==> config.mk <==
export PLATFORM = sky130hd
export DESIGN_NAME = stopwatch_controller_flat
export DESIGN_NICKNAME = d
export VERILOG_FILES = /design/src/rtl/stopwatch_controller_pkg.sv /design/src/rtl/stopwatch_controller_if.sv /design/src/rtl/stopwatch_controller_bcd_mod_counter.sv /design/src/rtl/stopwatch_controller.sv /design/src/flat_wrapper.sv
export SDC_FILE = /design/constraint.sdc
export NUM_CORES = 1
export LEC_CHECK = 0
export CAP_MARGIN = 30
export CORE_ASPECT_RATIO = 1.5
export CORE_MARGIN = 4
export CORE_UTILIZATION = 55
export DETAILED_ROUTE_END_ITERATION = 8
export HOLD_SLACK_MARGIN = 0.05
export PLACE_DENSITY = 0.75
export SLEW_MARGIN = 20
export SYNTH_ARGS = -nofsm -noshare
export SYNTH_HDL_FRONTEND = slang
export SYNTH_SLANG_ARGS = --single-unit
==> constraint.sdc <==
create_clock -name clock -period 2.9 [get_ports clock]
set_input_delay 0.29 -clock clock [delete_from_list [all_inputs] [get_ports clock]]
set_output_delay 0.29 -clock clock [all_outputs]
set_load 0.02 [all_outputs]
==> src/rtl/stopwatch_controller_pkg.sv <==
// Shared types and constants for the stopwatch controller slice.
// Latency: none (package only).
// Backpressure: none (package only).
//
// Contents: FSM state encoding, BCD digit limits, and a helper that turns a
// small binary constant into its two-digit packed BCD form.
package stopwatch_controller_pkg;

    typedef enum logic [1:0] {
        IDLE   = 2'd0,
        RUN    = 2'd1,
        LAP    = 2'd2,
        PAUSED = 2'd3
    } state_t;

    // Highest value each sub-minute field reaches before rolling to 00.
    localparam int unsigned CS_MAX  = 99;
    localparam int unsigned SEC_MAX = 59;

    // Binary 0..99 to {tens, units} BCD; used to build compare constants.
    function automatic logic [7:0] to_bcd(input int unsigned v);
        logic [3:0] tens;
        logic [3:0] units;
        tens  = 4'(v / 10);
        units = 4'(v % 10);
        return {tens, units};
    endfunction

endpackage

==> src/rtl/stopwatch_controller_if.sv <==
// Key, tick and display signals between the stopwatch and its surroundings.
// Latency: none (wiring only).
// Backpressure: none; every signal is a level or a one-cycle pulse.
//
// master: drives tick and the three key levels, observes the display path.
// slave : the stopwatch itself (consumes keys/tick, drives display/status).
interface stopwatch_controller_if;

    logic       tick;
    logic       start_stop;
    logic       lap;
    logic       clear;
    logic       running;
    logic       lap_hold;
    logic       wrap;
    logic [7:0] disp_cs;
    logic [7:0] disp_sec;
    logic [7:0] disp_min;

    modport master (
        output tick, start_stop, lap, clear,
        input  running, lap_hold, wrap, disp_cs, disp_sec, disp_min
    );

    modport slave (
        input  tick, start_stop, lap, clear,
        output running, lap_hold, wrap, disp_cs, disp_sec, disp_min
    );

endinterface

==> src/rtl/stopwatch_controller_bcd_mod_counter.sv <==
// Two-digit BCD counter that counts 00..MODULUS and then rolls to 00.
// Latency: value updates on the edge that samples inc; carry is combinational.
// Backpressure: none; inc is honoured every cycle it is high (clr wins).
//
// Ports: clock, resetn (sync, active-low), inc, clr -> value[7:0] {tens,units},
// carry (high in the cycle an inc rolls the count over, for same-cycle ripple).
module bcd_mod_counter
    import stopwatch_controller_pkg::*;
#(
    parameter int unsigned MODULUS = 99
) (
    input  logic       clock,
    input  logic       resetn,
    input  logic       inc,
    input  logic       clr,
    output logic [7:0] value,
    output logic       carry
);

    localparam logic [7:0] MOD_BCD = to_bcd(MODULUS);

    // Carry is combinational so the next digit pair steps on the same edge.
    assign carry = inc & ~clr & (value == MOD_BCD);

    always_ff @(posedge clock) begin
        if (!resetn) begin
            value <= 8'h00;
        end else if (clr) begin
            value <= 8'h00;
        end else if (inc) begin
            if (value == MOD_BCD) begin
                value <= 8'h00;
            end else if (value[3:0] == 4'd9) begin
                value <= {value[7:4] + 4'd1, 4'd0};
            end else begin
                value <= {value[7:4], value[3:0] + 4'd1};
            end
        end
    end

endmodule

==> src/rtl/stopwatch_controller.sv <==
// Stopwatch: run/pause/lap FSM driving a BCD mm:ss.cc count to the display.
// Latency: state/status 1 cycle after a key press; display 1 cycle after count.
// Backpressure: none; keys are edge-detected levels, tick is a 1-cycle pulse.
//
// Ports: clock, resetn (sync, active-low), bus (slave modport): tick,
// start_stop, lap, clear in; running, lap_hold, wrap, disp_cs/sec/min out.
module stopwatch_controller
    import stopwatch_controller_pkg::*;
#(
    parameter int unsigned MAX_MIN = 59
) (
    input  logic                    clock,
    input  logic                    resetn,
    stopwatch_controller_if.slave   bus
);

    state_t     state;

    logic       prev_ss;
    logic       prev_lap;
    logic       prev_clr;
    logic       press_ss;
    logic       press_lap;
    logic       press_clr;
    logic       ev_ss;
    logic       ev_lap;
    logic       ev_clr;

    logic       counting;
    logic       cs_inc;
    logic       count_clr;
    logic       cs_carry;
    logic       sec_carry;
    logic       min_carry;
    logic [7:0] cnt_cs;
    logic [7:0] cnt_sec;
    logic [7:0] cnt_min;

    logic [7:0] frz_cs;
    logic [7:0] frz_sec;
    logic [7:0] frz_min;

    logic       running_q;
    logic       lap_hold_q;
    logic       wrap_q;
    logic [7:0] disp_cs_q;
    logic [7:0] disp_sec_q;
    logic [7:0] disp_min_q;

    // Rising-edge detect. History resets to 1 so a key held through reset
    // must be released and pressed again before it counts.
    assign press_ss  = bus.start_stop & ~prev_ss;
    assign press_lap = bus.lap        & ~prev_lap;
    assign press_clr = bus.clear      & ~prev_clr;

    // One event per cycle: clear beats start_stop beats lap. A clear press
    // masks the others even in states where clear itself is ignored.
    assign ev_clr = press_clr;
    assign ev_ss  = press_ss  & ~press_clr;
    assign ev_lap = press_lap & ~press_clr & ~press_ss;

    // Counting looks at the pre-transition state: a tick alongside a start
    // press is lost, a tick alongside a stop press still lands.
    assign counting  = (state == RUN) || (state == LAP);
    assign cs_inc    = bus.tick & counting;
    assign count_clr = (state == PAUSED) & ev_clr;

    bcd_mod_counter #(.MODULUS(CS_MAX)) u_cs (
        .clock  (clock),
        .resetn (resetn),
        .inc    (cs_inc),
        .clr    (count_clr),
        .value  (cnt_cs),
        .carry  (cs_carry)
    );

    bcd_mod_counter #(.MODULUS(SEC_MAX)) u_sec (
        .clock  (clock),
        .resetn (resetn),
        .inc    (cs_carry),
        .clr    (count_clr),
        .value  (cnt_sec),
        .carry  (sec_carry)
    );

    bcd_mod_counter #(.MODULUS(MAX_MIN)) u_min (
        .clock  (clock),
        .resetn (resetn),
        .inc    (sec_carry),
        .clr    (count_clr),
        .value  (cnt_min),
        .carry  (min_carry)
    );

    always_ff @(posedge clock) begin
        if (!resetn) begin
            state      <= IDLE;
            prev_ss    <= 1'b1;
            prev_lap   <= 1'b1;
            prev_clr   <= 1'b1;
            frz_cs     <= 8'h00;
            frz_sec    <= 8'h00;
            frz_min    <= 8'h00;
            running_q  <= 1'b0;
            lap_hold_q <= 1'b0;
            wrap_q     <= 1'b0;
            disp_cs_q  <= 8'h00;
            disp_sec_q <= 8'h00;
            disp_min_q <= 8'h00;
        end else begin
            prev_ss  <= bus.start_stop;
            prev_lap <= bus.lap;
            prev_clr <= bus.clear;

            // Min rolling over means the whole count just wrapped to zero.
            wrap_q <= min_carry;

            // Display trails the live count by one cycle; LAP shows the
            // snapshot instead.
            if (state == LAP) begin
                disp_cs_q  <= frz_cs;
                disp_sec_q <= frz_sec;
                disp_min_q <= frz_min;
            end else begin
                disp_cs_q  <= cnt_cs;
                disp_sec_q <= cnt_sec;
                disp_min_q <= cnt_min;
            end

            case (state)
                IDLE: begin
                    if (ev_ss) begin
                        state     <= RUN;
                        running_q <= 1'b1;
                    end
                end
                RUN: begin
                    if (ev_ss) begin
                        state     <= PAUSED;
                        running_q <= 1'b0;
                    end else if (ev_lap) begin
                        // Snapshot the count as it stands before this edge.
                        state      <= LAP;
                        lap_hold_q <= 1'b1;
                        frz_cs     <= cnt_cs;
                        frz_sec    <= cnt_sec;
                        frz_min    <= cnt_min;
                    end
                end
                LAP: begin
                    if (ev_ss) begin
                        state      <= PAUSED;
                        running_q  <= 1'b0;
                        lap_hold_q <= 1'b0;
                    end else if (ev_lap) begin
                        state      <= RUN;
                        lap_hold_q <= 1'b0;
                    end
                end
                PAUSED: begin
                    if (ev_clr) begin
                        state <= IDLE;
                    end else if (ev_ss) begin
                        state     <= RUN;
                        running_q <= 1'b1;
                    end
                end
                default: begin
                    state      <= IDLE;
                    running_q  <= 1'b0;
                    lap_hold_q <= 1'b0;
                end
            endcase
        end
    end

    assign bus.running  = running_q;
    assign bus.lap_hold = lap_hold_q;
    assign bus.wrap     = wrap_q;
    assign bus.disp_cs  = disp_cs_q;
    assign bus.disp_sec = disp_sec_q;
    assign bus.disp_min = disp_min_q;

endmodule

==> src/flat_wrapper.sv <==
// flat-port wrapper written by rule: the top's interface ports become plain ports
module stopwatch_controller_flat import stopwatch_controller_pkg::*;
#(
    parameter int unsigned MAX_MIN = 59
)
  (clock, resetn, bus_tick, bus_start_stop, bus_lap, bus_clear, bus_running, bus_lap_hold, bus_wrap, bus_disp_cs, bus_disp_sec, bus_disp_min);
  stopwatch_controller_if bus_i ();
  input  logic clock;
  input  logic resetn;
  input wire logic [$bits(bus_i.tick)-1:0] bus_tick;
  input wire logic [$bits(bus_i.start_stop)-1:0] bus_start_stop;
  input wire logic [$bits(bus_i.lap)-1:0] bus_lap;
  input wire logic [$bits(bus_i.clear)-1:0] bus_clear;
  output wire logic [$bits(bus_i.running)-1:0] bus_running;
  output wire logic [$bits(bus_i.lap_hold)-1:0] bus_lap_hold;
  output wire logic [$bits(bus_i.wrap)-1:0] bus_wrap;
  output wire logic [$bits(bus_i.disp_cs)-1:0] bus_disp_cs;
  output wire logic [$bits(bus_i.disp_sec)-1:0] bus_disp_sec;
  output wire logic [$bits(bus_i.disp_min)-1:0] bus_disp_min;
  assign bus_i.tick = bus_tick;
  assign bus_i.start_stop = bus_start_stop;
  assign bus_i.lap = bus_lap;
  assign bus_i.clear = bus_clear;
  assign bus_running = bus_i.running;
  assign bus_lap_hold = bus_i.lap_hold;
  assign bus_wrap = bus_i.wrap;
  assign bus_disp_cs = bus_i.disp_cs;
  assign bus_disp_sec = bus_i.disp_sec;
  assign bus_disp_min = bus_i.disp_min;
  stopwatch_controller #(.MAX_MIN(MAX_MIN)) u_core (.clock(clock), .resetn(resetn), .bus(bus_i));
endmodule
; ---- After elaboration in Yosys (flattened, before gate mapping)
; Cells that the tools add are included.
[totals]
reg_bits = 80
input_bits = 6
output_inout_bits = 27
[op_classes]
n_addsub = 6
n_eq_ne = 15
n_mux = 25
bitwise = 22
n_reduce_logical = 15
[op_table]
columns = op, count
row1 = $mux W8, 9
row2 = $add A4 B1 Y4 const B, 6
row3 = $eq A8 B7 Y1 const B, 2
row4 = $and A1 B1 Y1, 14
row5 = $eq A4 B4 Y1 const B, 3
row6 = $mux W2, 6
row7 = $reduce_and A2 Y1, 5
row8 = $eq A8 B8 Y1 const B, 1
row9 = $not A1 Y1, 8
row10 = $pmux W2 S4, 1
row11 = $reduce_bool A2 Y1, 4
row12 = $mux W1, 7
row13 = $ne A3 B1 Y1 const B, 2
row14 = $eq A2 B2 Y1 const B, 2
row15 = $ne A2 B1 Y1 const B, 2
row16 = $ne A2 B2 Y1 const B, 2
row17 = $reduce_and A4 Y1, 1
row18 = $reduce_or A2 Y1, 2
row19 = $pmux W1 S3, 1
row20 = $reduce_and A3 Y1, 1
row21 = $eq A2 B1 Y1 const B, 1
row22 = $logic_not A2 Y1, 1
row23 = $pmux W1 S2, 1
row24 = $logic_or A1 B1 Y1, 1

; ---- Depth between registers and ports, before layout
[logic_depth]
depth_word = 10
depth_mapped = 8
mapped_depth_nobuf = 6

; ---- Cells and area by module
; From an unflattened synthesis, not the netlist that was laid out.
[hier_totals]
cells_unflattened = 383
hier_area_um2 = 3575.9
[modules_own_cells]
columns = mod, n_inst, cells_per_inst, area_per_inst_um2, seq_area_each_um2
row1 = stopwatch_controller, 1, 235, 2242.2, 1121.1
row2 = bcd_mod_counter at u_core.u_min ..., 2, 49, 447.9, 160.2
row3 = bcd_mod_counter at u_core.u_cs, 1, 50, 437.9, 160.2

; ---- Least setup slack after synthesis
; No wires, ideal clock.
[synth_timing]
kind = reg2reg
start = register u_core.state[0]
end = register u_core.u_sec.value[7]
setup_time_ps = 86
arrival_time_ps = 1874
t_required_ps = 2814
setup_slack_ps = 940
stages_incl_launch_ff = 7
period_less_slack_ps = 1960
cell_sequence = dfxtp_1 -> inv_1 -> ha_1 -> and4_4 -> nand4_4 -> or4_4 -> a221oi_2
[synth_between]
elab_chain_len = 6
[synth_rtl]
columns = item, line_no
row1 = from (decl), stopwatch_controller.sv:17  ; state_t state;
row2 = from (signal assigned), stopwatch_controller.sv:97  ; state <= IDLE;
row3 = from (signal assigned), stopwatch_controller.sv:133  ; state <= RUN;
row4 = from (signal assigned), stopwatch_controller.sv:139  ; state <= PAUSED;
row5 = $eq A2 B1 Y1 (tied with other cells), stopwatch_controller.sv:64  ; assign counting = (state == RUN) || (state == LAP);
row6 = $logic_or A1 B1 Y1 / $and A1 B1 Y1 (equally long branches), "stopwatch_controller.sv:64, stopwatch_controller.sv:66"
row7 = $and A1 B1 Y1 / $not A1 Y1 (equally long branches), "stopwatch_controller.sv:65, stopwatch_controller_bcd_mod_counter.sv:23"
row8 = $and A1 B1 Y1 (2 in series), stopwatch_controller_bcd_mod_counter.sv:23  ; assign carry = inc & ~clr & (value == MOD_BCD);
row9 = $reduce_and A2 Y1 (no source line), --
row10 = to (signal assigned), stopwatch_controller_bcd_mod_counter.sv:34  ; value <= {value[7:4] + 4'd1, 4'd0};
row11 = to (signal assigned), stopwatch_controller_bcd_mod_counter.sv:36  ; value <= {value[7:4], value[3:0] + 4'd1};
row12 = to (decl), stopwatch_controller_bcd_mod_counter.sv:16  ; output logic [7:0] value,
; Parallel ways exist; a longest one is shown, timed or not.
; A chain may end at the register's enable or synchronous reset.

; ---- Worst setup path in the final report
; Ends and elaborated chain as after synthesis.

==> impl_metrics.env <==
export IMPL_use_met3_pct=4.485
export IMPL_die_w_um=72.96
export IMPL_ctsResizeCount=0
export IMPL_period_share_pct=81.47
export IMPL_diodes=0
export IMPL_synthAdderAreaFrac_pct=5.751
export IMPL_initial_core_util_pct=56.78
export IMPL_overflow=0
export IMPL_cts_tree="yes"
export IMPL_synth_top_family_by_area="simple AND/OR/NAND/NOR gates"
export IMPL_place_congestion=0.8026
export IMPL_top_usage_layer="met2"
export IMPL_min_path_type="reg -> reg"
export IMPL_syn_avg_cell_area_sq_um=8.835
export IMPL_dr_total_vias=2847
export IMPL_drt_total_wl_um=7089
export IMPL_final_max_slew_viol_count=0
export IMPL_yosys_warnings=0
export IMPL_cp_end_kind="flip-flop"
export IMPL_critPathKind="reg -> reg"
export IMPL_grt_pass1_vias=2803
export IMPL_insertion_delay_ps=350
export IMPL_synth_compound_area_share_pct=12.58
export IMPL_cts_sinks=80
export IMPL_portBuffers=32
export IMPL_path_buf_inv=1
export IMPL_htree_levels=3
export IMPL_fin_nets=446
export IMPL_yosysSeqAreaShare_pct=46.01
export IMPL_status="complete, no violations"
export IMPL_drive_above_1_share_pct=7.243
export IMPL_ir_drop_mv=0.3451
export IMPL_instances_no_fill=502
export IMPL_io_pins=33
export IMPL_dr_first_iter_drc_count=189
export IMPL_crit_required_ps=3170
export IMPL_cts_buffers=9
export IMPL_syn_to_final_growth_pct=16.57
export IMPL_routedWlPerCell_um=14.12
export IMPL_cpPeakStageDelay_ps=610
export IMPL_place_inst=487
export IMPL_clock_skew_ps=8.794
export IMPL_ant_nets=0
export IMPL_dieArea_sq_um=7692
export IMPL_postCtsSetupRepairBufs=0
export IMPL_avgViaCountPerCell=5.671
export IMPL_crit_family="simple AND/OR/NAND/NOR gates"
export IMPL_synth_cells=394
export IMPL_tightest_slew_ps=607.6
export IMPL_power_density_nw_per_um2=485.1
export IMPL_setup_viol=0
export IMPL_die_h_um=105.4
export IMPL_fin_crit_ps=2363
export IMPL_ys_types=48
export IMPL_synth_mux_area_fraction_pct=7.189
export IMPL_rsz0062_at_grt="false"
export IMPL_async_reset_ff_share_pct=0
export IMPL_max_freq_ghz=0.4232
export IMPL_clk_path_buf_depth=2
export IMPL_netlist_area_sq_um=3481
export IMPL_drc=0
export IMPL_ys_flop_type="dfxtp_1"
export IMPL_ys_seq_elements=80
export IMPL_hold_buffers=0
export IMPL_synth_xor_area_share_pct=1.006
export IMPL_slowest_stage="or4_4"
export IMPL_crit_path_max_fanout=25
export IMPL_maxSlewHeadroom_pct=59.16
export IMPL_antenna_found_initial=0
export IMPL_syn_num_nets=416
export IMPL_setup_tns_final_ps=0
export IMPL_dpl_hpwl_um=4913
export IMPL_leakagePower_nw=1.368
export IMPL_synthSimpleGateAreaFrac_pct=23.44
export IMPL_grt_pass1_wl_um=12320
export IMPL_dr_pass1_iters=4
export IMPL_fp_coreArea_sq_um=6131
export IMPL_grt_use_met1_pct=20.81
export IMPL_cap_violations=0
export IMPL_cp_start_kind="flip-flop"
export IMPL_path_clk_slew_ps=80
export IMPL_synth_top_cell_by_area="dfxtp_1"
export IMPL_num_rows=35
export IMPL_grt_max_degree=35
export IMPL_synth_edf_count=0
export IMPL_arrival_ps=2630
export IMPL_cts_root_buf="clkbuf_8"
export IMPL_groute_usage_overall_pct=20.13
export IMPL_hold_violations=0
export IMPL_grt_use_met2_pct=36.43
export IMPL_cp_cell_sequence="inv_1 -> ha_1 -> and4_4 -> nand4_4 -> or4_4 -> a221oi_2"
export IMPL_yosysTopAreaCellShare_pct=46.01
export IMPL_n_fill_cell=520
export IMPL_postLayoutCoreUtil_pct=66.18
export IMPL_synth_area_leaders="dfxtp_1 46%, mux2i_1 7.2%, a21oi_1 6.5%"
[layout by cell type, fill, tap and decap left out, types with 6 or more instances in the layout]
cell type         n
nand2b_1          6
nand2_1          58
or4_1             6
o31ai_1           6
nand3_1          10
clkbuf_8          9
o21ai_0          11
mux2i_1          25
clkdlybuf4s50_1  32
nor2_1           40
inv_1            12
nor3_1            8
dfxtp_1          80
ha_1             16
a21oi_1          45
buf_4             6
[cell families after synthesis]
kind of cell / after synthesis
simple gates: 161
flops: 80
compound gates: 74
buf+inv: 34
mux: 25
fa+ha+maj: 16
xor+xnor: 4
[worst paths after layout]
check | to | slack [ps] | from | cells past startpoint
max reg2reg | u_core.u_sec.value[7] | 540 | u_core.state[0] | 6
min | u_core.frz_cs[6] | 460 | u_core.frz_cs[6] | 2
min reg2reg | u_core.frz_cs[6] | 460 | u_core.frz_cs[6] | 2
max | u_core.u_sec.value[7] | 540 | u_core.state[0] | 6
[power breakdown]
part           leakage [nW]  switching (mW)  total (mW)  internal (mW)
Combinational         0.634          0.0442      0.0733         0.0291
Clock                0.0883           0.393       0.786          0.393
Sequential            0.645         0.00514        1.11           1.10
[cell usage after synthesis, types with 2 or more instances]
master	count
ha_1	16
nand3_1	10
xnor2_1	3
nand2b_1	6
clkbuf_1	15
o21ai_0	11
nand4_1	5
and3b_1	4
nand2_1	58
dfxtp_1	80
or3_1	2
a21oi_1	45
and2_1	2
a311oi_1	3
nor3_1	8
buf_2	4
or4_1	6
inv_1	12
nor2_1	40
nor2b_1	4
nand3b_1	4
mux2i_1	25
o31ai_1	6
[final cells by class]
cell class	count	area (sq um)	area share, %
Timing Repair Buffer	39	385.4	9.497
Tap cell	74	92.59	2.282
Sequential cell	80	1602	39.47
Inverter	14	52.55	1.295
Clock buffer	10	127.6	3.145
Multi-Input combinational cell	280	1739	42.86
Clock inverter	5	58.81	1.449
[sequential cells by signal, indices dropped and copies added, names as in the netlist]
register / count
u_core.prev_clr: 1
u_core.state: 2
u_core.bus.wrap: 1
u_core.frz_min: 8
u_core.bus.lap_hold: 1
u_core.bus.disp_cs: 8
u_core.frz_cs: 8
u_core.bus.running: 1
u_core.bus.disp_sec: 8
u_core.frz_sec: 8
u_core.u_cs.value: 8
u_core.prev_lap: 1
u_core.bus.disp_min: 8
u_core.prev_ss: 1
u_core.u_min.value: 8
u_core.u_sec.value: 8
[stage by stage]
| step | power, mW | setup WS (ps) | cell area, sq um | hold WS [ps] |
|---|---|---|---|---|
| final | 1.968 | 537.3 | 4058 | 457.5 |
| after global routing | 2.035 | 363.2 | 4058 | 469.5 |
| after CTS | 1.982 | 541.1 | 4058 | 457.6 |
| after detailed placement | 1.208 | 594.8 | 3871 | 447.6 |
| after global placement | 1.207 | 647.7 | 3871 | 440.7 |
| after floorplan | 1.179 | 939.8 | 3481 | 363.0 |
[worst register-to-register path: cells and delay by family (launching register included)]
family	cells	cell delay, ps
buffers and inverters	1	100
AO/OA/AOI/OAI	1	230
adder cells (fa/ha/maj)	1	390
flip-flops	1	390
AND/OR/NAND/NOR	3	1170
[metal layers]
| metal | share of wire [%] | routed length, um |
|---|---|---|
| met5 | 0 | 0 |
| met4 | 3.1 | 223 |
| met3 | 3.7 | 263 |
| met2 | 54 | 3830 |
| met1 | 39 | 2772 |
(Power assumes the default switching activity.)
